File: src/rtl/framebuffer_arbiter_if.sv
// Bus bundle between the framebuffer arbiter and its clients: MCU pixel path,
// display scanout and the external single-port SRAM pins.
interface framebuffer_arbiter_if #(
    parameter int ADDRESS_WIDTH = 19,
    parameter int PIXEL_WIDTH   = 12
);
    logic                     pixel_write_strobe;
    logic [PIXEL_WIDTH-1:0]   pixel_data;
    logic                     set_address_strobe;
    logic [ADDRESS_WIDTH-1:0] set_address;
    logic                     write_fifo_full;
    logic                     write_overflow;
    logic                     display_read_request;
    logic [ADDRESS_WIDTH-1:0] display_read_address;
    logic [PIXEL_WIDTH-1:0]   display_read_data;
    logic                     display_read_valid;
    logic [ADDRESS_WIDTH-1:0] sram_address;
    logic [PIXEL_WIDTH-1:0]   sram_data_out;
    logic [PIXEL_WIDTH-1:0]   sram_data_in;
    logic                     sram_write_enable;
    logic                     sram_output_enable;
    logic                     busy;

    // Arbiter side.
    modport slave (
        input  pixel_write_strobe, pixel_data, set_address_strobe, set_address,
               display_read_request, display_read_address, sram_data_in,
        output write_fifo_full, write_overflow, display_read_data, display_read_valid,
               sram_address, sram_data_out, sram_write_enable, sram_output_enable, busy
    );

    // Client side: MCU, scanout and SRAM.
    modport master (
        output pixel_write_strobe, pixel_data, set_address_strobe, set_address,
               display_read_request, display_read_address, sram_data_in,
        input  write_fifo_full, write_overflow, display_read_data, display_read_valid,
               sram_address, sram_data_out, sram_write_enable, sram_output_enable, busy
    );
endinterface

File: src/rtl/framebuffer_arbiter.sv
// Shares one single-port framebuffer SRAM between queued MCU pixel writes and
// display scanout reads; reads win, with a starvation guard so writes drain.
module framebuffer_arbiter #(
    parameter int ADDRESS_WIDTH = 19,
    parameter int PIXEL_WIDTH   = 12,
    parameter int FIFO_DEPTH    = 4,
    parameter int FRAME_PIXELS  = 307200,
    parameter int STARVE_LIMIT  = 8
) (
    input  logic                  system_clock,
    input  logic                  reset,
    framebuffer_arbiter_if.slave  bus
);
    localparam int PTR_WIDTH    = $clog2(FIFO_DEPTH);
    localparam int STARVE_WIDTH = $clog2(STARVE_LIMIT + 1);
    localparam logic [PTR_WIDTH:0]        FULL_COUNT = (PTR_WIDTH + 1)'(FIFO_DEPTH);
    localparam logic [STARVE_WIDTH-1:0]   STARVE_MAX = STARVE_WIDTH'(STARVE_LIMIT);
    localparam logic [ADDRESS_WIDTH-1:0]  FRAME_LAST = ADDRESS_WIDTH'(FRAME_PIXELS - 1);

    typedef enum logic [2:0] {IDLE, RD_ADDR, RD_DATA, WR_SETUP, WR_STROBE} state_t;

    typedef struct packed {
        logic [ADDRESS_WIDTH-1:0] address;
        logic [PIXEL_WIDTH-1:0]   pixel;
    } fifo_entry_t;

    state_t                    state;
    logic [STARVE_WIDTH-1:0]   starve_count;
    logic [ADDRESS_WIDTH-1:0]  write_pointer;
    logic [PTR_WIDTH-1:0]      fifo_write_index;
    logic [PTR_WIDTH-1:0]      fifo_read_index;
    logic [PTR_WIDTH:0]        fifo_count;
    fifo_entry_t               fifo_mem [FIFO_DEPTH];

    logic [ADDRESS_WIDTH-1:0]  sram_address;
    logic [PIXEL_WIDTH-1:0]    sram_data_out;
    logic                      sram_write_enable;
    logic                      sram_output_enable;
    logic [PIXEL_WIDTH-1:0]    display_read_data;
    logic                      display_read_valid;
    logic                      busy;
    logic                      write_overflow;

    logic                      fifo_empty;
    logic                      fifo_full;
    logic                      pop;
    logic                      push;
    logic [ADDRESS_WIDTH-1:0]  push_address;
    logic [ADDRESS_WIDTH-1:0]  next_pointer;
    fifo_entry_t               fifo_head;

    assign fifo_empty = (fifo_count == '0);
    assign fifo_full  = (fifo_count == FULL_COUNT);
    assign pop        = (state == WR_STROBE);
    // A full FIFO still accepts a pixel in the cycle its head is being popped.
    assign push       = bus.pixel_write_strobe && (!fifo_full || pop);
    assign push_address = bus.set_address_strobe ? bus.set_address : write_pointer;
    assign next_pointer = (push_address == FRAME_LAST) ? '0 : push_address + 1'b1;
    assign fifo_head    = fifo_mem[fifo_read_index];

    always_ff @(posedge system_clock) begin
        if (reset) begin
            write_pointer    <= '0;
            fifo_write_index <= '0;
            fifo_read_index  <= '0;
            fifo_count       <= '0;
            write_overflow   <= 1'b0;
        end else begin
            if (push) begin
                write_pointer    <= next_pointer;
                fifo_write_index <= fifo_write_index + 1'b1;
            end else if (bus.set_address_strobe) begin
                write_pointer <= bus.set_address;
            end
            if (pop)
                fifo_read_index <= fifo_read_index + 1'b1;
            if (push && !pop)
                fifo_count <= fifo_count + 1'b1;
            else if (pop && !push)
                fifo_count <= fifo_count - 1'b1;
            if (bus.pixel_write_strobe && !push)
                write_overflow <= 1'b1;
        end
    end

    // NOTE: FIFO storage has no reset; the count/index registers define which entries are live.
    always_ff @(posedge system_clock) begin
        if (push)
            fifo_mem[fifo_write_index] <= '{address: push_address, pixel: bus.pixel_data};
    end

    always_ff @(posedge system_clock) begin
        if (reset) begin
            state              <= IDLE;
            starve_count       <= '0;
            sram_address       <= '0;
            sram_data_out      <= '0;
            sram_write_enable  <= 1'b0;
            sram_output_enable <= 1'b0;
            display_read_data  <= '0;
            display_read_valid <= 1'b0;
            busy               <= 1'b0;
        end else begin
            display_read_valid <= 1'b0;
            case (state)
                IDLE: begin
                    if (bus.display_read_request && (fifo_empty || starve_count < STARVE_MAX)) begin
                        state              <= RD_ADDR;
                        sram_address       <= bus.display_read_address;
                        sram_output_enable <= 1'b1;
                        busy               <= 1'b1;
                        starve_count       <= fifo_empty ? '0 : starve_count + 1'b1;
                    end else if (!fifo_empty) begin
                        state         <= WR_SETUP;
                        sram_address  <= fifo_head.address;
                        sram_data_out <= fifo_head.pixel;
                        busy          <= 1'b1;
                        starve_count  <= '0;
                    end else begin
                        starve_count <= '0;
                    end
                end
                RD_ADDR: state <= RD_DATA;
                RD_DATA: begin
                    display_read_data  <= bus.sram_data_in;
                    display_read_valid <= 1'b1;
                    sram_output_enable <= 1'b0;
                    busy               <= 1'b0;
                    state              <= IDLE;
                end
                WR_SETUP: begin
                    sram_write_enable <= 1'b1;
                    state             <= WR_STROBE;
                end
                WR_STROBE: begin
                    sram_write_enable <= 1'b0;
                    busy              <= 1'b0;
                    state             <= IDLE;
                end
                default: state <= IDLE;
            endcase
        end
    end

    assign bus.write_fifo_full    = fifo_full;
    assign bus.write_overflow     = write_overflow;
    assign bus.display_read_data  = display_read_data;
    assign bus.display_read_valid = display_read_valid;
    assign bus.sram_address       = sram_address;
    assign bus.sram_data_out      = sram_data_out;
    assign bus.sram_write_enable  = sram_write_enable;
    assign bus.sram_output_enable = sram_output_enable;
    assign bus.busy               = busy;
endmodule

File: src/flat_wrapper.sv
// flat-port wrapper written by rule: the top's interface ports become plain ports
module framebuffer_arbiter_flat 
#(
    parameter int ADDRESS_WIDTH = 19,
    parameter int PIXEL_WIDTH   = 12,
    parameter int FIFO_DEPTH    = 4,
    parameter int FRAME_PIXELS  = 307200,
    parameter int STARVE_LIMIT  = 8
)
  (system_clock, reset, bus_pixel_write_strobe, bus_pixel_data, bus_set_address_strobe, bus_set_address, bus_display_read_request, bus_display_read_address, bus_sram_data_in, bus_write_fifo_full, bus_write_overflow, bus_display_read_data, bus_display_read_valid, bus_sram_address, bus_sram_data_out, bus_sram_write_enable, bus_sram_output_enable, bus_busy);
  framebuffer_arbiter_if #(.ADDRESS_WIDTH(ADDRESS_WIDTH), .PIXEL_WIDTH(PIXEL_WIDTH)) bus_i ();
  input  logic system_clock;
  input  logic reset;
  input wire logic [$bits(bus_i.pixel_write_strobe)-1:0] bus_pixel_write_strobe;
  input wire logic [$bits(bus_i.pixel_data)-1:0] bus_pixel_data;
  input wire logic [$bits(bus_i.set_address_strobe)-1:0] bus_set_address_strobe;
  input wire logic [$bits(bus_i.set_address)-1:0] bus_set_address;
  input wire logic [$bits(bus_i.display_read_request)-1:0] bus_display_read_request;
  input wire logic [$bits(bus_i.display_read_address)-1:0] bus_display_read_address;
  input wire logic [$bits(bus_i.sram_data_in)-1:0] bus_sram_data_in;
  output wire logic [$bits(bus_i.write_fifo_full)-1:0] bus_write_fifo_full;
  output wire logic [$bits(bus_i.write_overflow)-1:0] bus_write_overflow;
  output wire logic [$bits(bus_i.display_read_data)-1:0] bus_display_read_data;
  output wire logic [$bits(bus_i.display_read_valid)-1:0] bus_display_read_valid;
  output wire logic [$bits(bus_i.sram_address)-1:0] bus_sram_address;
  output wire logic [$bits(bus_i.sram_data_out)-1:0] bus_sram_data_out;
  output wire logic [$bits(bus_i.sram_write_enable)-1:0] bus_sram_write_enable;
  output wire logic [$bits(bus_i.sram_output_enable)-1:0] bus_sram_output_enable;
  output wire logic [$bits(bus_i.busy)-1:0] bus_busy;
  assign bus_i.pixel_write_strobe = bus_pixel_write_strobe;
  assign bus_i.pixel_data = bus_pixel_data;
  assign bus_i.set_address_strobe = bus_set_address_strobe;
  assign bus_i.set_address = bus_set_address;
  assign bus_i.display_read_request = bus_display_read_request;
  assign bus_i.display_read_address = bus_display_read_address;
  assign bus_i.sram_data_in = bus_sram_data_in;
  assign bus_write_fifo_full = bus_i.write_fifo_full;
  assign bus_write_overflow = bus_i.write_overflow;
  assign bus_display_read_data = bus_i.display_read_data;
  assign bus_display_read_valid = bus_i.display_read_valid;
  assign bus_sram_address = bus_i.sram_address;
  assign bus_sram_data_out = bus_i.sram_data_out;
  assign bus_sram_write_enable = bus_i.sram_write_enable;
  assign bus_sram_output_enable = bus_i.sram_output_enable;
  assign bus_busy = bus_i.busy;
  framebuffer_arbiter #(.ADDRESS_WIDTH(ADDRESS_WIDTH), .PIXEL_WIDTH(PIXEL_WIDTH), .FIFO_DEPTH(FIFO_DEPTH), .FRAME_PIXELS(FRAME_PIXELS), .STARVE_LIMIT(STARVE_LIMIT)) u_core (.system_clock(system_clock), .reset(reset), .bus(bus_i));
endmodule
File: config.mk
export PLATFORM = sky130hd
export DESIGN_NAME = framebuffer_arbiter_flat
export DESIGN_NICKNAME = d
export VERILOG_FILES = /design/src/rtl/framebuffer_arbiter_if.sv /design/src/rtl/framebuffer_arbiter.sv /design/src/flat_wrapper.sv
export SDC_FILE = /design/constraint.sdc
export NUM_CORES = 1
export LEC_CHECK = 0
export ABC_AREA = 1
export CORE_ASPECT_RATIO = 1.75
export CORE_UTILIZATION = 35
export CTS_BUF_LIST = sky130_fd_sc_hd__clkbuf_16
export CTS_CLUSTER_DIAMETER = 40
export CTS_CLUSTER_SIZE = 10
export DETAILED_ROUTE_END_ITERATION = 8
export PLACE_DENSITY = 0.61
export SLEW_MARGIN = 25
export SYNTH_ARGS = -nofsm -noshare
export SYNTH_HDL_FRONTEND = slang
export SYNTH_SLANG_ARGS = --single-unit
File: constraint.sdc
create_clock -name system_clock -period 3.1 [get_ports system_clock]
set_clock_uncertainty 0.2 [all_clocks]
set_input_delay 0.465 -clock system_clock [delete_from_list [all_inputs] [get_ports system_clock]]
set_output_delay 0.465 -clock system_clock [all_outputs]
set_load 0.03 [all_outputs]
==> results.toml <==
[route]
viasPerCell = 4.86
detail_route.iter0.violations = 324
routedWlPerCell_microns = 15.7
drtAntennaViolNets = 0
first_pass_iters = 4
drc = 0
routed-via-count = 6417
finalWirelength_microns = 20800

[worst_setup_path]
worst-endpoint-required_ns = 2.43
worst_path_max_delay_cell = "sky130_fd_sc_hd__clkdlybuf4s50_1"
critical_path.n_buffers_inverters = 1
crit_chain = "nor3_2, clkdlybuf4s50_1"
timing.rr.start = "u_core.state[0]"
critical_path_class = "flop to output port"
worst_path_largest_cell_delay_ns = 0.76
timing.reg2reg.worst_path_depth = 12
setup_crit_end_kind = "output port"
crit_path_max_fo = 5
worst-endpoint-arrival_ns = 1.92
timing.rr.end = "u_core.fifo_count[2]"
rrSetupSlack_ns = 0.68
setup.worst_path.start_class = "flop"
cpLargestDelayFamily = "buffers and inverters"

[layout]
layout.nets = 1069
layout-drive-gt1-share_pct = 10.2
fin_cells = 1321
fin_util_pct = 45.5
area_growth_syn_to_layout_pct = 27.7
multi_input_comb_area_sq_um = 2720
sequential_cell_area_sq_um = 5390
antenna-diode-count = 0
filler_instances = 2339

[timing]
timing_hold_violations_final = 0
worst_pin_slew_ns = 0.854
max_slew_margin_pct = 42.9
setup-tns-final_ns = 0
setup_viol_count_final = 0
clock.fmax_ghz = 0.386
rsz0062_at_grt = "false"
drv_slew = 0
period_minus_slack_ns = 2.59
layout_worst_path_cycle_share_pct = 83.5

[run_status]
outcome = "complete, no violations"

[pwr]
pwr-share-comb_pct = 17.2
power_frac_seq_pct = 44.5
switchingPower_uw = 2020
ir_drop_worst_case_vdd_uv = 347
sw_ratio_pct = 27.1
pwr-share-clk_pct = 38.3
p_per_area_nw_per_um2 = 680
power_report.internal_total_uw = 5410
leakage_uw = 0.00406

[placed_design]
portBuffers = 115
routabilityCongestion = 0.870
placedCellCount = 1273
hpwlAfterDp_microns = 14000

[floorplanning]
design.die.area_sq_um = 25100
core_region_area_sq_um = 24000
boundaryPins = 116
initial_utilization_pct = 35.6
core.rowCount = 75
die_w_microns = 120
fp.dieH_microns = 209

[synthesis]
synth_edf_count = 124
syn-mean-instance-area_sq_um = 9.83
synth_largest_area_cell = "sky130_fd_sc_hd__edfxtp_1"
synthArstFlopShare_pct = 0
synth_nets = 945
syn_inst = 870
postSynthRegisterBits = 207
yosys_warnings = 0
synth_seq_area_share_pct = 63.0
synthTopCellsByArea = "sky130_fd_sc_hd__edfxtp_1 44%, sky130_fd_sc_hd__dfxtp_1 19%, sky130_fd_sc_hd__nand2_1 7.7%"
post-synth-top-count-cell = "sky130_fd_sc_hd__nand2_1"
syn-cell-area_sq_um = 8550
synth_flop_cell = "sky130_fd_sc_hd__edfxtp_1"
synth_common_cells = "175 x sky130_fd_sc_hd__nand2_1, 124 x sky130_fd_sc_hd__edfxtp_1, 111 x sky130_fd_sc_hd__nor2_1"
ys_types = 38
yosysTopAreaCellShare_pct = 43.6

[cts]
ctsHoldBuffers = 0
clock_insertion_delay_at_the_later_pin_of_the_skew_report_ns = 0.52
number_of_buffers_inserted_by_post_cts_setup_repair = 0
cts_resized = 0
cts-buffers-inserted = 27
max-clock-path-buffers = 3
clock-sinks = 207
clock_tree.root_cell = "sky130_fd_sc_hd__clkbuf_16"
cts_tree = "built"
clk_pin_slew_ns = 0.06
h-tree-depth = 1

[min_path]
hold_path.startpoint = "u_core.bus.display_read_data[0]"
hold_path.class = "flop to flop"
hold_depth = 2
hold-path-endpoint = "u_core.bus.display_read_data[0]"

[global_routing]
grt_max_degree = 63
grt_pass1_vias = 6346
grt_use_total_pct = 16.6
grt-ovfl-total = 0
grt_first_pass_wirelength_microns = 32400
antenna_found_initial = 0

[flow_run]
cap_viol_max_count = 0
==> cells by family (layout without fill, tap and decap cells) <==
| logic type | count (synthesis) | after routing | synth area share (%) |
|---|---|---|---|
| compound gates | 193 | 193 | 12.5 |
| simple gates | 348 | 348 | 17.5 |
| fa+ha+maj | 8 | 8 | 1.26 |
| buf+inv | 109 | 252 | 5.27 |
| flops | 207 | 207 | 63.0 |
| xor+xnor | 5 | 5 | 0.512 |
==> how the worst max path moves through the flow <==
stage | to | slack [ns] | from | depth (start not counted)
finish | bus_write_fifo_full | 0.51 | u_core.fifo_count[0] | 2
global route | bus_write_fifo_full | 0.43 | u_core.fifo_count[0] | 2
CTS | bus_write_fifo_full | 0.46 | u_core.fifo_count[0] | 2
detailed placement | u_core.write_pointer[12] | 0.25 | bus_set_address_strobe | 9
global placement | u_core.write_pointer[12] | 0.32 | bus_set_address_strobe | 9
floorplan | u_core.fifo_mem[0][0] | 0.22 | u_core.state[0] | 6
==> power by group through the flow <==
stage,logic (uW),registers (uW),clock network (uW)
final,1280,3310,2840
after global routing,1390,3330,3010
after CTS,1300,3310,2910
after detailed placement,1290,3360,0
after global placement,1280,3360,0
after floorplan,517,3580,0
==> placed cells by master, fill, tap and decap left out, types with 16 or more instances in the layout <==
master / instances
sky130_fd_sc_hd__nand2_1: 175
sky130_fd_sc_hd__clkbuf_16: 27
sky130_fd_sc_hd__edfxtp_1: 124
sky130_fd_sc_hd__a21oi_1: 85
sky130_fd_sc_hd__inv_1: 72
sky130_fd_sc_hd__nor2_1: 107
sky130_fd_sc_hd__nand3_1: 16
sky130_fd_sc_hd__dfxtp_1: 81
sky130_fd_sc_hd__a31oi_1: 20
sky130_fd_sc_hd__buf_4: 22
sky130_fd_sc_hd__clkdlybuf4s50_1: 115
sky130_fd_sc_hd__o21ai_0: 63
==> metrics by stage <==
step	hold WS [ns]	power, uW	instance area (sq um)	setup slack, ns
global route	0.260	7730	10900	0.426
detailed placement	0.235	4650	10100	0.248
CTS	0.243	7510	10900	0.456
global placement	0.230	4640	10100	0.316
floorplan	0.258	4100	8550	0.215
finish	0.241	7430	10900	0.513
==> worst reg2reg max path, cell delays in order (launching register included) <==
cell and delay, ns:
sky130_fd_sc_hd__dfxtp_1 0.31, sky130_fd_sc_hd__inv_1 0.10, sky130_fd_sc_hd__nand3_1 0.23, sky130_fd_sc_hd__nand2_1 0.15, sky130_fd_sc_hd__nand2_2 0.08, sky130_fd_sc_hd__inv_2 0.15, sky130_fd_sc_hd__ha_1 0.17, sky130_fd_sc_hd__inv_1 0.06
sky130_fd_sc_hd__fa_1 0.37, sky130_fd_sc_hd__a21oi_1 0.15, sky130_fd_sc_hd__o21ai_0 0.12, sky130_fd_sc_hd__o21ai_0 0.15, sky130_fd_sc_hd__a21oi_1 0.05
==> per-layer routing <==
metal / wire length (microns) / GRT usage (%) / vias to the layer above / part of all wire, %
li1: - / - / 3198 / -
met1: 7930 / 18.2 / 3012 / 38
met2: 11300 / 30.9 / 158 / 54
met3: 790 / 2.16 / 49 / 3.8
met4: 770 / 7.89 / 0 / 3.7
met5: 0 / 0 / - / 0
==> flip-flops by register name, indices dropped and copies added (netlist names), named ones only <==
name and cells:
u_core.fifo_mem 124, u_core.bus.sram_address 19, u_core.write_pointer 19, u_core.bus.display_read_data 12, u_core.bus.sram_data_out 12, u_core.starve_count 4, u_core.fifo_count 3, u_core.state 3
u_core.fifo_read_index 2, u_core.fifo_write_index 2, u_core.bus.busy 1, u_core.bus.display_read_valid 1, u_core.bus.sram_output_enable 1, u_core.bus.sram_write_enable 1, u_core.bus.write_overflow 1
==> layout make-up <==
type	count	share of cell area [%]
Inverter	65	2.26
Clock buffer	27	6.19
Clock inverter	21	1.32
Timing Repair Buffer	139	12.4
Sequential cell	207	49.3
Tap cell	308	3.53
Multi-Input combinational cell	554	24.9
(Power assumes the default switching activity.)
